==> config.mk <==
export PLATFORM = sky130hd
export DESIGN_NAME = led_fade_sequencer
export DESIGN_NICKNAME = d
export VERILOG_FILES = /design/src/rtl/led_pwm_pkg.sv /design/src/rtl/pwm_period_tick.sv /design/src/rtl/led_fade_sequencer.sv
export SDC_FILE = /design/constraint.sdc
export NUM_CORES = 1
export LEC_CHECK = 0
export CORE_MARGIN = 2
export CORE_UTILIZATION = 58
export CTS_CLUSTER_DIAMETER = 100
export CTS_CLUSTER_SIZE = 24
export DETAILED_ROUTE_END_ITERATION = 10
export GPL_TIMING_DRIVEN = 0
export MAX_ROUTING_LAYER = met4
export PLACE_DENSITY_LB_ADDON = 0.08
export SYNTH_ARGS = -nofsm -noshare
export SYNTH_HDL_FRONTEND = slang
export SYNTH_SLANG_ARGS = --single-unit
==> constraint.sdc <==
create_clock -name clk -period 4.5 [get_ports clk]
set_clock_uncertainty 0.15 [all_clocks]
set_input_delay 1.35 -clock clk [delete_from_list [all_inputs] [get_ports clk]]
set_output_delay 1.35 -clock clk [all_outputs]
set_load 0.05 [all_outputs]
==> src/rtl/led_pwm_pkg.sv <==
// Shared types and helpers for the LED PWM blocks (fade sequencer, dimmer).
package led_pwm_pkg;

    typedef enum logic [2:0] {
        ST_IDLE    = 3'd0,
        ST_RAMP_UP = 3'd1,
        ST_HOLD_HI = 3'd2,
        ST_RAMP_DN = 3'd3,
        ST_HOLD_LO = 3'd4
    } fade_state_t;

    function automatic int duty_max(input int duty_w);
        return (1 << duty_w) - 1;
    endfunction

endpackage

==> src/rtl/pwm_period_tick.sv <==
// Free-running PWM period counter with synchronous clear; tick marks the last clock of a period.
module pwm_period_tick #(
    parameter int PERIOD = 16,
    localparam int CNT_W = (PERIOD > 1) ? $clog2(PERIOD) : 1
) (
    input  logic             clk,
    input  logic             rst,
    input  logic             clr,
    output logic [CNT_W-1:0] cnt,
    output logic             tick
);

    localparam logic [CNT_W-1:0] LAST = CNT_W'(PERIOD - 1);

    always_ff @(posedge clk) begin
        if (rst || clr) begin
            cnt <= '0;
        end else if (cnt == LAST) begin
            cnt <= '0;
        end else begin
            cnt <= cnt + 1'b1;
        end
    end

    assign tick = !clr && (cnt == LAST);

endmodule

==> src/rtl/led_fade_sequencer.sv <==
// Breathing-effect controller for one led_dimmer: ramps duty up/down on PWM period boundaries.
//   state      | meaning
//   ST_IDLE    | outputs parked, waiting for start
//   ST_RAMP_UP | duty rising one step every step_div periods
//   ST_HOLD_HI | duty at MAX for hold_per periods
//   ST_RAMP_DN | duty falling one step every step_div periods
//   ST_HOLD_LO | duty at 0 (still enabled) for hold_per periods, continuous mode only
module led_fade_sequencer
    import led_pwm_pkg::*;
#(
    parameter int DUTY_W     = 4,
    parameter int PWM_PERIOD = 16,
    parameter int CFG_W      = 8
) (
    input  logic              clk,
    input  logic              rst,
    input  logic              start,
    input  logic              stop,
    input  logic              continuous,
    input  logic [CFG_W-1:0]  step_div,
    input  logic [CFG_W-1:0]  hold_per,
    output logic [DUTY_W-1:0] w,
    output logic              en,
    output logic              busy,
    output logic              done
);

    localparam logic [DUTY_W-1:0] DUTY_MAX = DUTY_W'(duty_max(DUTY_W));
    localparam int PCNT_W = (PWM_PERIOD > 1) ? $clog2(PWM_PERIOD) : 1;

    fade_state_t       state;
    logic [CFG_W-1:0]  step_cfg;
    logic [CFG_W-1:0]  hold_cfg;
    logic              cont_cfg;
    logic [CFG_W-1:0]  scnt;
    logic [CFG_W-1:0]  hcnt;
    logic [PCNT_W-1:0] pcnt;
    logic              tick;
    logic              pwm_clr;
    logic [CFG_W-1:0]  step_last;
    logic              step_end;
    logic              hold_end;

    // Period counter only runs while a sequence is active, so every sequence starts period-aligned.
    assign pwm_clr = (state == ST_IDLE) || stop;

    pwm_period_tick #(.PERIOD(PWM_PERIOD)) u_period (
        .clk  (clk),
        .rst  (rst),
        .clr  (pwm_clr),
        .cnt  (pcnt),
        .tick (tick)
    );

    assign step_last = (step_cfg == '0) ? '0 : step_cfg - 1'b1;
    assign step_end  = tick && (scnt == step_last);
    assign hold_end  = tick && (hcnt == hold_cfg - 1'b1);
    assign busy      = (state != ST_IDLE);

    always_ff @(posedge clk) begin
        if (rst) begin
            state    <= ST_IDLE;
            w        <= '0;
            en       <= 1'b0;
            done     <= 1'b0;
            scnt     <= '0;
            hcnt     <= '0;
            step_cfg <= '0;
            hold_cfg <= '0;
            cont_cfg <= 1'b0;
        end else begin
            done <= 1'b0;
            if (stop) begin
                state <= ST_IDLE;
                w     <= '0;
                en    <= 1'b0;
                scnt  <= '0;
                hcnt  <= '0;
            end else begin
                case (state)
                    ST_IDLE: begin
                        if (start) begin
                            step_cfg <= step_div;
                            hold_cfg <= hold_per;
                            cont_cfg <= continuous;
                            w        <= '0;
                            en       <= 1'b1;
                            scnt     <= '0;
                            hcnt     <= '0;
                            state    <= ST_RAMP_UP;
                        end
                    end
                    ST_RAMP_UP: begin
                        if (step_end) begin
                            scnt <= '0;
                            hcnt <= '0;
                            if (w != DUTY_MAX) begin
                                w <= w + 1'b1;
                            end else if (hold_cfg != '0) begin
                                state <= ST_HOLD_HI;
                            end else begin
                                state <= ST_RAMP_DN;
                                w     <= DUTY_MAX - 1'b1;
                            end
                        end else if (tick) begin
                            scnt <= scnt + 1'b1;
                        end
                    end
                    ST_HOLD_HI: begin
                        if (hold_end) begin
                            state <= ST_RAMP_DN;
                            w     <= DUTY_MAX - 1'b1;
                            scnt  <= '0;
                            hcnt  <= '0;
                        end else if (tick) begin
                            hcnt <= hcnt + 1'b1;
                        end
                    end
                    ST_RAMP_DN: begin
                        if (step_end) begin
                            scnt <= '0;
                            hcnt <= '0;
                            if (w != '0) begin
                                w <= w - 1'b1;
                            end else if (!cont_cfg) begin
                                state <= ST_IDLE;
                                en    <= 1'b0;
                                done  <= 1'b1;
                            end else if (hold_cfg != '0) begin
                                state <= ST_HOLD_LO;
                            end else begin
                                state <= ST_RAMP_UP;
                                w     <= DUTY_W'(1);
                            end
                        end else if (tick) begin
                            scnt <= scnt + 1'b1;
                        end
                    end
                    ST_HOLD_LO: begin
                        if (hold_end) begin
                            state <= ST_RAMP_UP;
                            w     <= DUTY_W'(1);
                            scnt  <= '0;
                            hcnt  <= '0;
                        end else if (tick) begin
                            hcnt <= hcnt + 1'b1;
                        end
                    end
                    default: begin
                        state <= ST_IDLE;
                        w     <= '0;
                        en    <= 1'b0;
                    end
                endcase
            end
        end
    end

    // The period counter must be parked whenever the sequencer is idle.
    always_ff @(posedge clk) begin
        if (!rst && state == ST_IDLE) begin
            assert (pcnt == '0);
        end
    end

endmodule

==> results_dict.tcl, run 1 <==
set metrics [dict create \
    rsz0062_at_grt "false" \
    grt_pass1_vias 2873 \
    cp_slowest_cell "clkdlybuf4s50_1" \
    synth_top_area_share_pct 29.8 \
    dp.cells 511 \
    critPathRequiredTime_ns 4.53 \
    die_width_um 77.0 \
    path_clk_slew_ns 0.09 \
    power.internal_uw 734 \
    min_to "u_period.cnt[0]" \
    hold_viol 0 \
    swShare_pct 27.1 \
    routabilityCongestion 0.924 \
    cap_violations 0 \
    start_util_pct 60.4 \
    min_from "u_period.cnt[0]" \
    holdPathStages 1 \
    numCtsBuffers 5 \
    synth_warnings 0 \
    routedWlPerCell_um 14.6 \
    die-area_um2 5920 \
    io_buffers 26 \
    worstHoldPathType "reg2reg" \
    clkPwrFrac_pct 38.2 \
    worst-setup-path-type "in2reg" \
    slew_headroom_pct 35.2 \
    clk-insertion-delay-late_ns 0.31 \
    num_io_pins 28 \
    rows 26 \
    synth_nets 445 \
    synth-edff-count 0 \
    cts-root-buf "clkbuf_8" \
    start_kind "primary input" \
    core_um2 5110 \
    antenna_found_initial 0 \
    crit_path_max_fanout 10 \
    p_sw_uw 273 \
    ys_ff_latch 46 \
    vias 3130 \
    overflow 0 \
    status "complete, no violations" \
    clock_sinks 46 \
    cts_max_path_buffers 2 \
    grt_pass1_wl_um 13200 \
    rr_worst_depth 13 \
    power.density_nw_per_um2 281 \
    fp.dieH_um 77.0 \
    syn_area_um2 3090 \
    dp_hpwl_um 5460 \
    post_cts_resize_count 0 \
    htree_levels 2 \
    crit_chain "clkdlybuf4s50_1 -> nand4b_1 -> nor4b_1 -> o211ai_1 -> a211oi_2 -> a21bo_1 -> and2_4 -> buf_6 -> clkbuf_1 -> o21ai_0 -> a21oi_1" \
    post-synth-top-area-cell "dfxtp_1" \
    antenna_cells 0 \
    max_clock_freq_ghz 0.239 \
    cp_slowest_stage_delay_ns 0.48 \
    finalSetupTns_ns 0 \
    firstDrtPassIters 5 \
    antenna_left 0 \
    syn_avg_cell_area_um2 7.44 \
    cellLeakagePower_nw 1.24 \
    r2r_end "scnt[2]" \
    tightest_slew_ns 0.964 \
    syn_inst 415 \
    drc_errors 0 \
    rrSetupSlack_ns 1.15 \
    drtIter0Drc 217 \
    grt_max_degree 15 \
    wl_um 7560 \
    seq_area_frac_synth_pct 29.8 \
    hold_buffers 0 \
    synth_cell_type_count 67 \
    vias_per_cell 6.03 \
    endpoint_kind "flip-flop" \
    drive_above_1_share_pct 6.46 \
    grt_use_total_pct 27.6 \
    areaGrowthSynthToFinish_pct 15.9 \
    ir_worst_vdd_uv 197 \
    final-setup-viol-count 0 \
    yosys-top-cells-area "dfxtp_1 30%, nand2_1 7.8%, a21oi_1 5.7%, nor2_1 4.3%, ha_1 3.6%" \
    combPwrFrac_pct 18.9 \
    p_total_mw 1.01 \
    synthArstFlopShare_pct 0 \
    final_cells 519 \
    cts_tree "yes" \
    r2r_start "hold_cfg[0]" \
    cp.arrival_ns 4.22 \
    period_share_pct 93.1 \
    final_nets 478 \
    maxSlewViolCount 0 \
    post_cts_buffers 0 \
    seqPwrFrac_pct 42.9 \
    final_util_pct 70.0 \
    min_period_ns 4.19 \
    synthFlopType "dfxtp_1" \
]
==> Yosys cell counts, drive strengths merged (6+ instances only) <==
cell type / number
a211oi: 6
a21oi: 37
and2: 7
buf: 6
clkbuf: 17
dfxtp: 46
ha: 9
inv: 12
nand2: 64
nand2b: 6
nand3: 20
nor2: 35
nor3: 11
o21ai: 27
or3: 11
xnor2: 12
xor2: 7
==> cell type report <==
| type | count | area, µm² |
|---|---|---|
| plain buffers | 23 | 98.8 |
| clock buffers | 6 | 82.6 |
| clock inverters | 2 | 60.1 |
| fillers | 465 | 1530 |
| inverters | 12 | 45.0 |
| multi-input cells | 334 | 2020 |
| flip-flops and latches | 46 | 921 |
| well taps | 70 | 87.6 |
| repair buffers | 26 | 260 |
==> worst max-delay path: cells and delay by family <==
| family | cells | cell delay (ns) |
|---|---|---|
| compound gates | 5 | 1.20 |
| buf+inv | 3 | 0.85 |
| simple gates | 3 | 0.82 |
==> how the worst max path moves through the flow <==
| stage | from | to | slack (ns) | cells past startpoint |
|---|---|---|---|---|
| after floorplan | stop | scnt[7] | 0.90 | 9 |
| after global placement | stop | scnt[7] | 0.02 | 10 |
| after detailed placement | stop | scnt[2] | 0.01 | 11 |
| after CTS | stop | scnt[2] | 0.33 | 11 |
| after global routing | stop | scnt[2] | 0.15 | 11 |
| final | stop | scnt[2] | 0.31 | 11 |
==> power by group through the flow <==
| stage | combinational, mW | sequential [mW] | clock [mW] |
|---|---|---|---|
| floorplan | 0.130 | 0.443 | 0 |
| global placement | 0.182 | 0.440 | 0 |
| detailed placement | 0.186 | 0.441 | 0 |
| CTS | 0.188 | 0.431 | 0.386 |
| global route | 0.213 | 0.434 | 0.403 |
| finish | 0.190 | 0.432 | 0.385 |
==> state kept, by name, summed over array words and instances (netlist names) <==
register,cells
state,3
u_period.cnt,4
en,1
hold_cfg,8
w,4
step_cfg,8
hcnt,8
scnt,8
cont_cfg,1
done,1
==> stage by stage <==
| stage | hold slack, ns | instance area, µm² | worst slack, ns |
|---|---|---|---|
| 5_1_grt | 0.330 | 3580 | 0.147 |
| 3_5_place_dp | 0.289 | 3430 | 0.0128 |
| 2_1_floorplan | 0.268 | 3090 | 0.904 |
| 4_1_cts | 0.313 | 3580 | 0.331 |
| 3_3_place_gp | 0.284 | 3430 | 0.0244 |
| 6_report | 0.310 | 3580 | 0.310 |
==> cell usage in the layout (no fill, tap or decap), types with 7 or more instances in the layout <==
cell type,synthesis,routed
a21oi_1,35,35
clkbuf_1,17,17
clkdlybuf4s50_1,0,26
dfxtp_1,46,46
ha_1,9,9
inv_1,12,12
nand2_1,64,64
nand3_1,20,20
nor2_1,35,35
nor3_1,11,11
o21ai_0,22,22
or3_1,11,11
xnor2_1,11,11
xor2_1,7,7
==> logic make-up after synthesis <==
logic type,Yosys count,share of synthesized area (%)
AO/OA/AOI/OAI,113,24.0
XOR/XNOR,19,5.63
adder cells (fa/ha/maj),9,3.65
buffers and inverters,35,4.66
flip-flops,46,29.8
multiplexers,3,0.973
AND/OR/NAND/NOR,190,31.3
==> per-layer routing <==
metal | wire length, µm | global-route usage (%) | vias up
met5 | 0 | - | -
met4 | 121 | 10.2 | 0
met3 | 351 | 3.53 | 12
met2 | 3660 | 45.7 | 103
met1 | 3420 | 34.6 | 1448
li1 | - | - | 1567
Power figures use the tool's default switching activity.
==> inputs of run 2 (changes only) <==
--- a/config.mk
+++ b/config.mk
@@ -8,7 +8,7 @@
 export CORE_MARGIN = 2
 export CORE_UTILIZATION = 58
 export CTS_CLUSTER_DIAMETER = 100
-export CTS_CLUSTER_SIZE = 24
+export CTS_CLUSTER_SIZE = 14
 export DETAILED_ROUTE_END_ITERATION = 10
 export GPL_TIMING_DRIVEN = 0
 export MAX_ROUTING_LAYER = met4
==> results of run 2 <==
Final layout, timing and power as in run 1 (identical DEF).
